**config.mk**
```make
export PLATFORM = sky130hd
export DESIGN_NAME = inst_fetch
export DESIGN_NICKNAME = d
export VERILOG_FILES = /design/src/rtl/inst_fetch.sv
export SDC_FILE = /design/constraint.sdc
export NUM_CORES = 1
export LEC_CHECK = 0
export CAP_MARGIN = 0
export CELL_PAD_IN_SITES_DETAIL_PLACEMENT = 1
export CELL_PAD_IN_SITES_GLOBAL_PLACEMENT = 1
export CORE_MARGIN = 2
export CORE_UTILIZATION = 45
export CTS_CLUSTER_DIAMETER = 80
export DETAILED_ROUTE_END_ITERATION = 6
export DONT_BUFFER_PORTS = 1
export GPL_TIMING_DRIVEN = 0
export PLACE_DENSITY = 0.74
export SETUP_SLACK_MARGIN = 0.1
export SYNTH_ARGS = -nofsm -noshare
export SYNTH_HDL_FRONTEND = slang
export SYNTH_SLANG_ARGS = --single-unit
```
**constraint.sdc**
```tcl
create_clock -name clk -period 4 [get_ports clk]
set_clock_uncertainty 0.2 [all_clocks]
set_input_delay 0.8 -clock clk [delete_from_list [all_inputs] [get_ports clk]]
set_output_delay 0.8 -clock clk [all_outputs]
set_load 0.1 [all_outputs]
```
**src/rtl/inst_fetch.sv**
```systemverilog
// rtl/inst_fetch.sv - instruction fetch unit with one outstanding read and a 2-entry queue
module inst_fetch #(
    parameter logic [31:0] RESET_PC = 32'h0000_0000,
    parameter int          IM_AW    = 8
) (
    input  logic             clk,
    input  logic             rst,
    output logic             imem_req,
    output logic [IM_AW-1:0] imem_addr,
    input  logic [31:0]      imem_rdata,
    input  logic             redirect_valid,
    input  logic [31:0]      redirect_pc,
    output logic             inst_valid,
    input  logic             inst_ready,
    output logic [31:0]      inst,
    output logic [31:0]      inst_pc,
    output logic [31:0]      inst_count
);

    logic [31:0] pc;
    logic [31:0] req_pc;
    logic        inflight;
    logic [31:0] q_inst [2];
    logic [31:0] q_pc   [2];
    logic        rd_ptr;
    logic        wr_ptr;
    logic [1:0]  count;
    logic [31:0] pop_count;
    logic        pop;
    logic        push;
    logic [2:0]  occupancy;

    assign imem_addr = pc[IM_AW+1:2];

    // Handshake, request throttling and output gating; outputs read as zero while in reset
    always_comb begin
        inst_valid = !rst && (count != 2'd0);
        pop        = inst_valid && inst_ready;
        push       = inflight && !redirect_valid;
        // Slots that will be occupied once this cycle's pop and the in-flight response settle
        occupancy  = {1'b0, count} + {2'b00, inflight} - {2'b00, pop};
        imem_req   = !rst && !redirect_valid && (occupancy < 3'd2);
        inst       = inst_valid ? q_inst[rd_ptr] : 32'h0;
        inst_pc    = inst_valid ? q_pc[rd_ptr] : 32'h0;
        inst_count = rst ? 32'h0 : pop_count;
    end

    // Control state: fetch PC, in-flight tracking, queue pointers and delivered count
    always_ff @(posedge clk) begin
        if (rst) begin
            pc        <= RESET_PC;
            req_pc    <= 32'h0;
            inflight  <= 1'b0;
            rd_ptr    <= 1'b0;
            wr_ptr    <= 1'b0;
            count     <= 2'd0;
            pop_count <= 32'h0;
        end else begin
            inflight <= imem_req;
            // A pop in a redirect cycle is still a real delivery to decode
            if (pop) begin
                pop_count <= pop_count + 32'd1;
            end
            if (redirect_valid) begin
                pc     <= {redirect_pc[31:2], 2'b00};
                rd_ptr <= 1'b0;
                wr_ptr <= 1'b0;
                count  <= 2'd0;
            end else begin
                if (imem_req) begin
                    pc     <= pc + 32'd4;
                    req_pc <= pc;
                end
                if (push) begin
                    wr_ptr <= ~wr_ptr;
                end
                if (pop) begin
                    rd_ptr <= ~rd_ptr;
                end
                count <= count + {1'b0, push} - {1'b0, pop};
            end
        end
    end

    // Queue storage; the response is tagged with the PC that requested it
    always_ff @(posedge clk) begin
        if (!rst && push) begin
            q_inst[wr_ptr] <= imem_rdata;
            q_pc[wr_ptr]   <= req_pc;
        end
    end

endmodule

```
# Word-level counts from Yosys, hierarchy flattened
# Memory sizes are Yosys's and may differ from the RTL's. A register that Yosys moved wholly into a read port is not among the register bits.
# Cells that the tools add are included.
word_totals:
  input_bits: 68
  wordCells: 43
  regBits: 101
  memories: 2
  ram_bits: 128
memory_table:
  columns: ["name", "words", "word_bits", "rd", "rd_clocked_by_memory_dff", "write_ports", "line_no", "text"]
  rows:
  - ["q_inst", 2, 32, 1, 1, 1, "23", "logic [31:0] q_inst [2];"]
  - ["q_pc", 2, 32, 1, 1, 1, "24", "logic [31:0] q_pc [2];"]
classes:
  reduce_logical: 12
  magnitude_cmp: 1
  bitwise_logic: 3
  addsub: 6
  n_mux: 11
op_table:
  columns: ["op", "count"]
  rows:
  - ["$mux 32", 5]
  - ["$add 32x1->32 const B", 1]
  - ["$add 32x3->32 const B", 1]
  - ["$logic_and 1x1->1", 6]
  - ["$mux 1", 6]
  - ["$reduce_bool 2->1", 2]
  - ["$add 2x1->3", 1]
  - ["$lt 3x2->1 const B", 1]
  - ["$not 1->1", 3]
  - ["$sub 3x1->3", 1]
  - ["$add 2x1->2", 1]
  - ["$logic_not 1->1", 2]
  - ["$reduce_and 2->1", 1]
  - ["$reduce_or 2->1", 1]
  - ["$sub 2x1->2", 1]

# Longest topological paths before layout
logic_depth:
  word_depth: 8
  ltp_mapped: 15

# Worst setup path after synthesis
# No wires, ideal clock.
synth_path:
  path_type: "input port to output port"
  start: "in rst"
  end: "out imem_req"
  required_ns: 3.000
  path_buffers: 3
  cell_stages: 12
  t_arrival_ns: 4.385
  slack_ns: -1.385
  cell_sequence: "o21bai_1 > clkbuf_1 > inv_1 > nand2_1 > xnor2_1 > nand2_1 > fa_1 > xnor2_1 > nand3_2 > inv_1 > buf_2 > buf_1"
synth_via:
  elab_chain_len: 6
synth_lines:
  columns: ["item", "line_no", "text"]
  rows:
  - ["from (decl)", "7", "input logic rst,"]
  - ["$logic_not 1->1", "37", "inst_valid = !rst && (count != 2'd0);"]
  - ["$logic_and 1x1->1", "37", null]
  - ["named net inst_valid", "13", "output logic inst_valid,"]
  - ["$logic_and 1x1->1", "38", "pop = inst_valid && inst_ready;"]
  - ["$sub 3x1->3", "41", "occupancy = {1'b0, count} + {2'b00, inflight} - {2'b00, pop};"]
  - ["$lt 3x2->1", "42", "imem_req = !rst && !redirect_valid && (occupancy < 3'd2);"]
  - ["$logic_and 1x1->1", "42", null]
  - ["to (decl)", "8", "output logic imem_req,"]
# The timed path passes the listed nets, and every way through them passes these cells.

# Worst setup path after layout
layout_path:
  start: "reg count[1]"
  end: "out imem_req"
layout_via:
  elab_chain_len: 6
layout_lines:
  columns: ["item", "line_no", "text"]
  rows:
  - ["from (decl)", "27", "logic [1:0] count;"]
  - ["from (signal assigned)", "80", "count <= count + {1'b0, push} - {1'b0, pop};"]
  - ["$reduce_bool 2->1", "37", null]
  - ["$logic_and 1x1->1", "37", null]
  - ["named net inst_valid", "13", null]
  - ["$logic_and 1x1->1", "38", null]
  - ["$sub 3x1->3", "41", null]
  - ["$lt 3x2->1", "42", null]
  - ["$logic_and 1x1->1", "42", null]
# The timed path passes the listed nets, and every way through them passes these cells.

==> summary.md <==
| Metric | Value |
|---|---|
| Final Cycle Share | 104% |
| Syn Area/Cell | 10.9 µm² |
| Req. time, crit path | 3.00 ns |
| Tightest Pin Transition | roughly 1.3 ns |
| Die height | between 100 and 150 µm |
| Placement Rows | 53 |
| Synthesis-to-layout area growth | 22.6% |
| RSZ-0062 raised after global routing | yes |
| CP startpoint kind | flop |
| Area post-placement | just over 10000 µm² |
| Clock Latency Late Sink | 0.52 ns |
| RePlAce Congestion | roughly 0.84 |
| Vias in the first global route | 6968 |
| DR vias/cell | between 5 and 6 |
| Initial DRT Pass Iterations | 4 |
| CTS tree | yes |
| Via count | 6689 |
| Root buffer cell | clkbuf_16 |
| Combinational power share | about 6.0% |
| Nets | around 1000 |
| Final Max Slew Viols | 0 |
| Total gr overflow | 0 |
| Synth Register Bits | 222 |
| DRC | 0 |
| Adder-Cell Fraction of Synth Area | less than 1% |
| Top-count cell post-synth | edfxtp_1 |
| All-Layer GR Usage | a little over a fifth |
| Area share of the largest cell type after synthesis | around 39% |
| Sw Share | between 20% and 30% |
| Post-synth EDFFs | around 120 |
| Clock buffer depth | 3 |
| Design area | about 12000 µm² |
| Remaining antenna violation count after routing | 0 |
| XOR/XNOR share of the synthesized area | around 3.2% |
| Core ar. | 20800 µm² |
| Syn Std Cell Area | roughly 9500 µm² |
| Top cells by area, synth | edfxtp_1 39%, dfxtp_1 21%, mux2i_1 6.8%, nor2_1 4.7%, nand2_1 4.0% |
| Hold buffer count at CTS | 0 |
| Initial DRC count | around 330 |
| R2r setup slk | between 0.3 and 0.4 ns |
| Post-Syn Instances | 871 |
| WL final | 24700 µm |
| Slew headroom | about 16% |
| Initial antenna violation count | 2 |
| Leakage power | 3.71 nW |
| # port buffers | 0 |
| Post-synthesis sequential area ratio | between 60% and 70% |
| Die area | about 22000 µm² |
| FMAX | about 240 MHz |
| Final setup margin | -0.157 ns |
| Hold Crit Class | in -> reg |
| FFs w/ async S/R, synth | 0% |
| Clock slew seen by the registers of the worst setup and hold paths | approximately 0.060 ns |
| Biggest area consumer among synthesized cells | edfxtp_1 |
| MaxCap Viol Count | 0 |
| Boundary pin count | 174 |
| Simple-Gate Fraction of Synth Area | 17.8% |
| Post-synth top cells | 124 x edfxtp_1, 118 x nor2_1, 100 x nand2_1 |
| Place WS | -0.922 ns |
| Int Pwr | 0.00383 W |
| Max IR drop VDD | 0.000348 V |
| PwrDens | 431 nW/µm² |
| Clock sinks | 222 |
| DP HPWL | approximately 17000 µm |
| Largest net degree at the start of global routing | 63 |
| Sw power | roughly 0.0012 W |
| Min cycle time layout | 4.16 ns |
| Multiplexer area fraction after synthesis | under 10% |
| Largest family of logic cells by synthesized area | simple AND/OR/NAND/NOR gates |
| Drt wl/cell | 20.2 µm |
| First-pass GRT wire length | around 38000 µm |
| Final setup violation count | 1 |
| Outcome | complete, but fails checks |
| Initial Util | a little under half |
| Distinct cells, synth | between 50 and 60 |
| Arrival @ worst endpoint | 3.16 ns |
| H-Tree Depth | 1 |
| Clock power share | about 44% |
| Critical path fanouts, max | 5 |
| Warnings, synthesis | 0 |
| Chip width | ~150 µm |
| Worst setup EP type | primary output |
| Top_reg_cell synth | edfxtp_1 |
| Setup TNS | -0.157 ns |
| TritonCTS Buffers | 24 |
| Kind of critical path | reg -> out |
| Failing checks | setup timing |
| Layout cells sized above 1 | about a fifth |
| Post-synthesis compound-gate area fraction | under 10% |
| Reg power frac | approximately half |
| Final Hold Violating Endpoints | 0 |
## cells by family (layout without fill, tap and decap cells)
logic type,after synthesis,count (layout)
simple gates,350,350
flops,222,222
mux,73,73
fa+ha+maj,4,4
other cells,1,3
xor+xnor,35,35
buf+inv,78,149
compound gates,108,108
## cells in the final DEF (no fill, tap or decap), types with 6 or more instances in the layout
master	netlist	routed
nor2_1	118	48
xor2_1	17	17
clkbuf_16	0	25
mux2i_1	64	64
buf_1	8	13
a31oi_1	12	12
o21ai_0	15	15
nand2_1	100	99
o22ai_1	6	6
nand4_1	23	23
buf_4	12	22
clkbuf_1	35	36
nor3_1	14	14
dfxtp_1	98	96
nor2b_2	1	25
edfxtp_1	124	124
inv_1	17	15
and3_1	13	12
xnor2_1	18	16
nor4_1	6	6
nand3_1	19	19
nor2_4	0	61
buf_16	0	8
and2_1	6	6
a21oi_1	53	53
nor2_2	0	9
## layout make-up
type | instances | area, µm²
Antenna cell | 1 | 2.50
Buffer | 60 | 323
Clock buffer | 32 | 672
Clock inverter | 12 | 116
Fill cell | 2161 | 9230
Inverter | 18 | 71.3
Multi-Input combinational cell | 572 | 4010
Sequential cell | 222 | 5690
Tap cell | 275 | 344
Timing Repair Buffer | 27 | 370
## power by group through the flow
| stage | registers [W] | logic (W) | clock network (W) |
|---|---|---|---|
| finish | 0.00249 | 0.000300 | 0.00221 |
| global route | 0.00249 | 0.000321 | 0.00236 |
| CTS | 0.00248 | 0.000299 | 0.00226 |
| detailed placement | 0.00253 | 0.000275 | 0 |
| global placement | 0.00253 | 0.000259 | 0 |
| floorplan | 0.00252 | 0.000214 | 0 |
## worst paths after layout
path | endpoint | cells past startpoint | start
worst min-delay path | q_inst[1][6] | 0 | imem_rdata[6]
worst min register to register | q_pc[1][13] | 0 | req_pc[13]
worst max-delay path | imem_req | 12 | count[1]
worst max register to register | pc[11] | 14 | count[1]
## layer usage
layer / GRT usage [%] / routed length [µm] / vias to the layer above
met2: 37.6 / 12000 / 167
met5: 0 / 16 / -
li1: - / - / 3189
met3: 6.33 / 1850 / 38
met4: 6.00 / 533 / 2
met1: 27.2 / 10200 / 3293
## critical path: stages (launching register included)
cell	delay, ns
dfxtp_4	0.37
o21bai_1	0.15
clkbuf_8	0.16
clkinvlp_4	0.44
nand2_4	0.25
xnor2_2	0.13
nand2_1	0.09
fa_2	0.37
xnor2_2	0.17
nand3_2	0.13
inv_2	0.10
buf_6	0.10
buf_12	0.17
## through the flow
stage / hold WS (ns) / instances / total power [W] / utilization (%)
after floorplan: 0.225 / 872 / 0.00273 / -
after global placement: 0.233 / 1147 / 0.00279 / 47.2
after detailed placement: 0.242 / 1164 / 0.00281 / 49.7
after CTS: 0.160 / 1217 / 0.00505 / 55.5
after global routing: 0.157 / 1218 / 0.00517 / 55.7
final: 0.176 / 1219 / 0.00500 / 55.7
## flip-flops by register name (all words and copies together), names as in the netlist, named ones only
signal,cells
pop_count,32
rd_ptr,1
count,2
pc,30
q_inst,64
wr_ptr,1
inflight,1
q_pc,60
req_pc,30
## what timing repair did
item                       4_1_cts  5_1_grt
setup endpoints to repair      122       58
gates cloned                     1        0
pin swaps                        4        1
buffers inserted                 8        1
gates resized for setup         72       14
No activity file was read; power rests on OpenSTA's default activity.
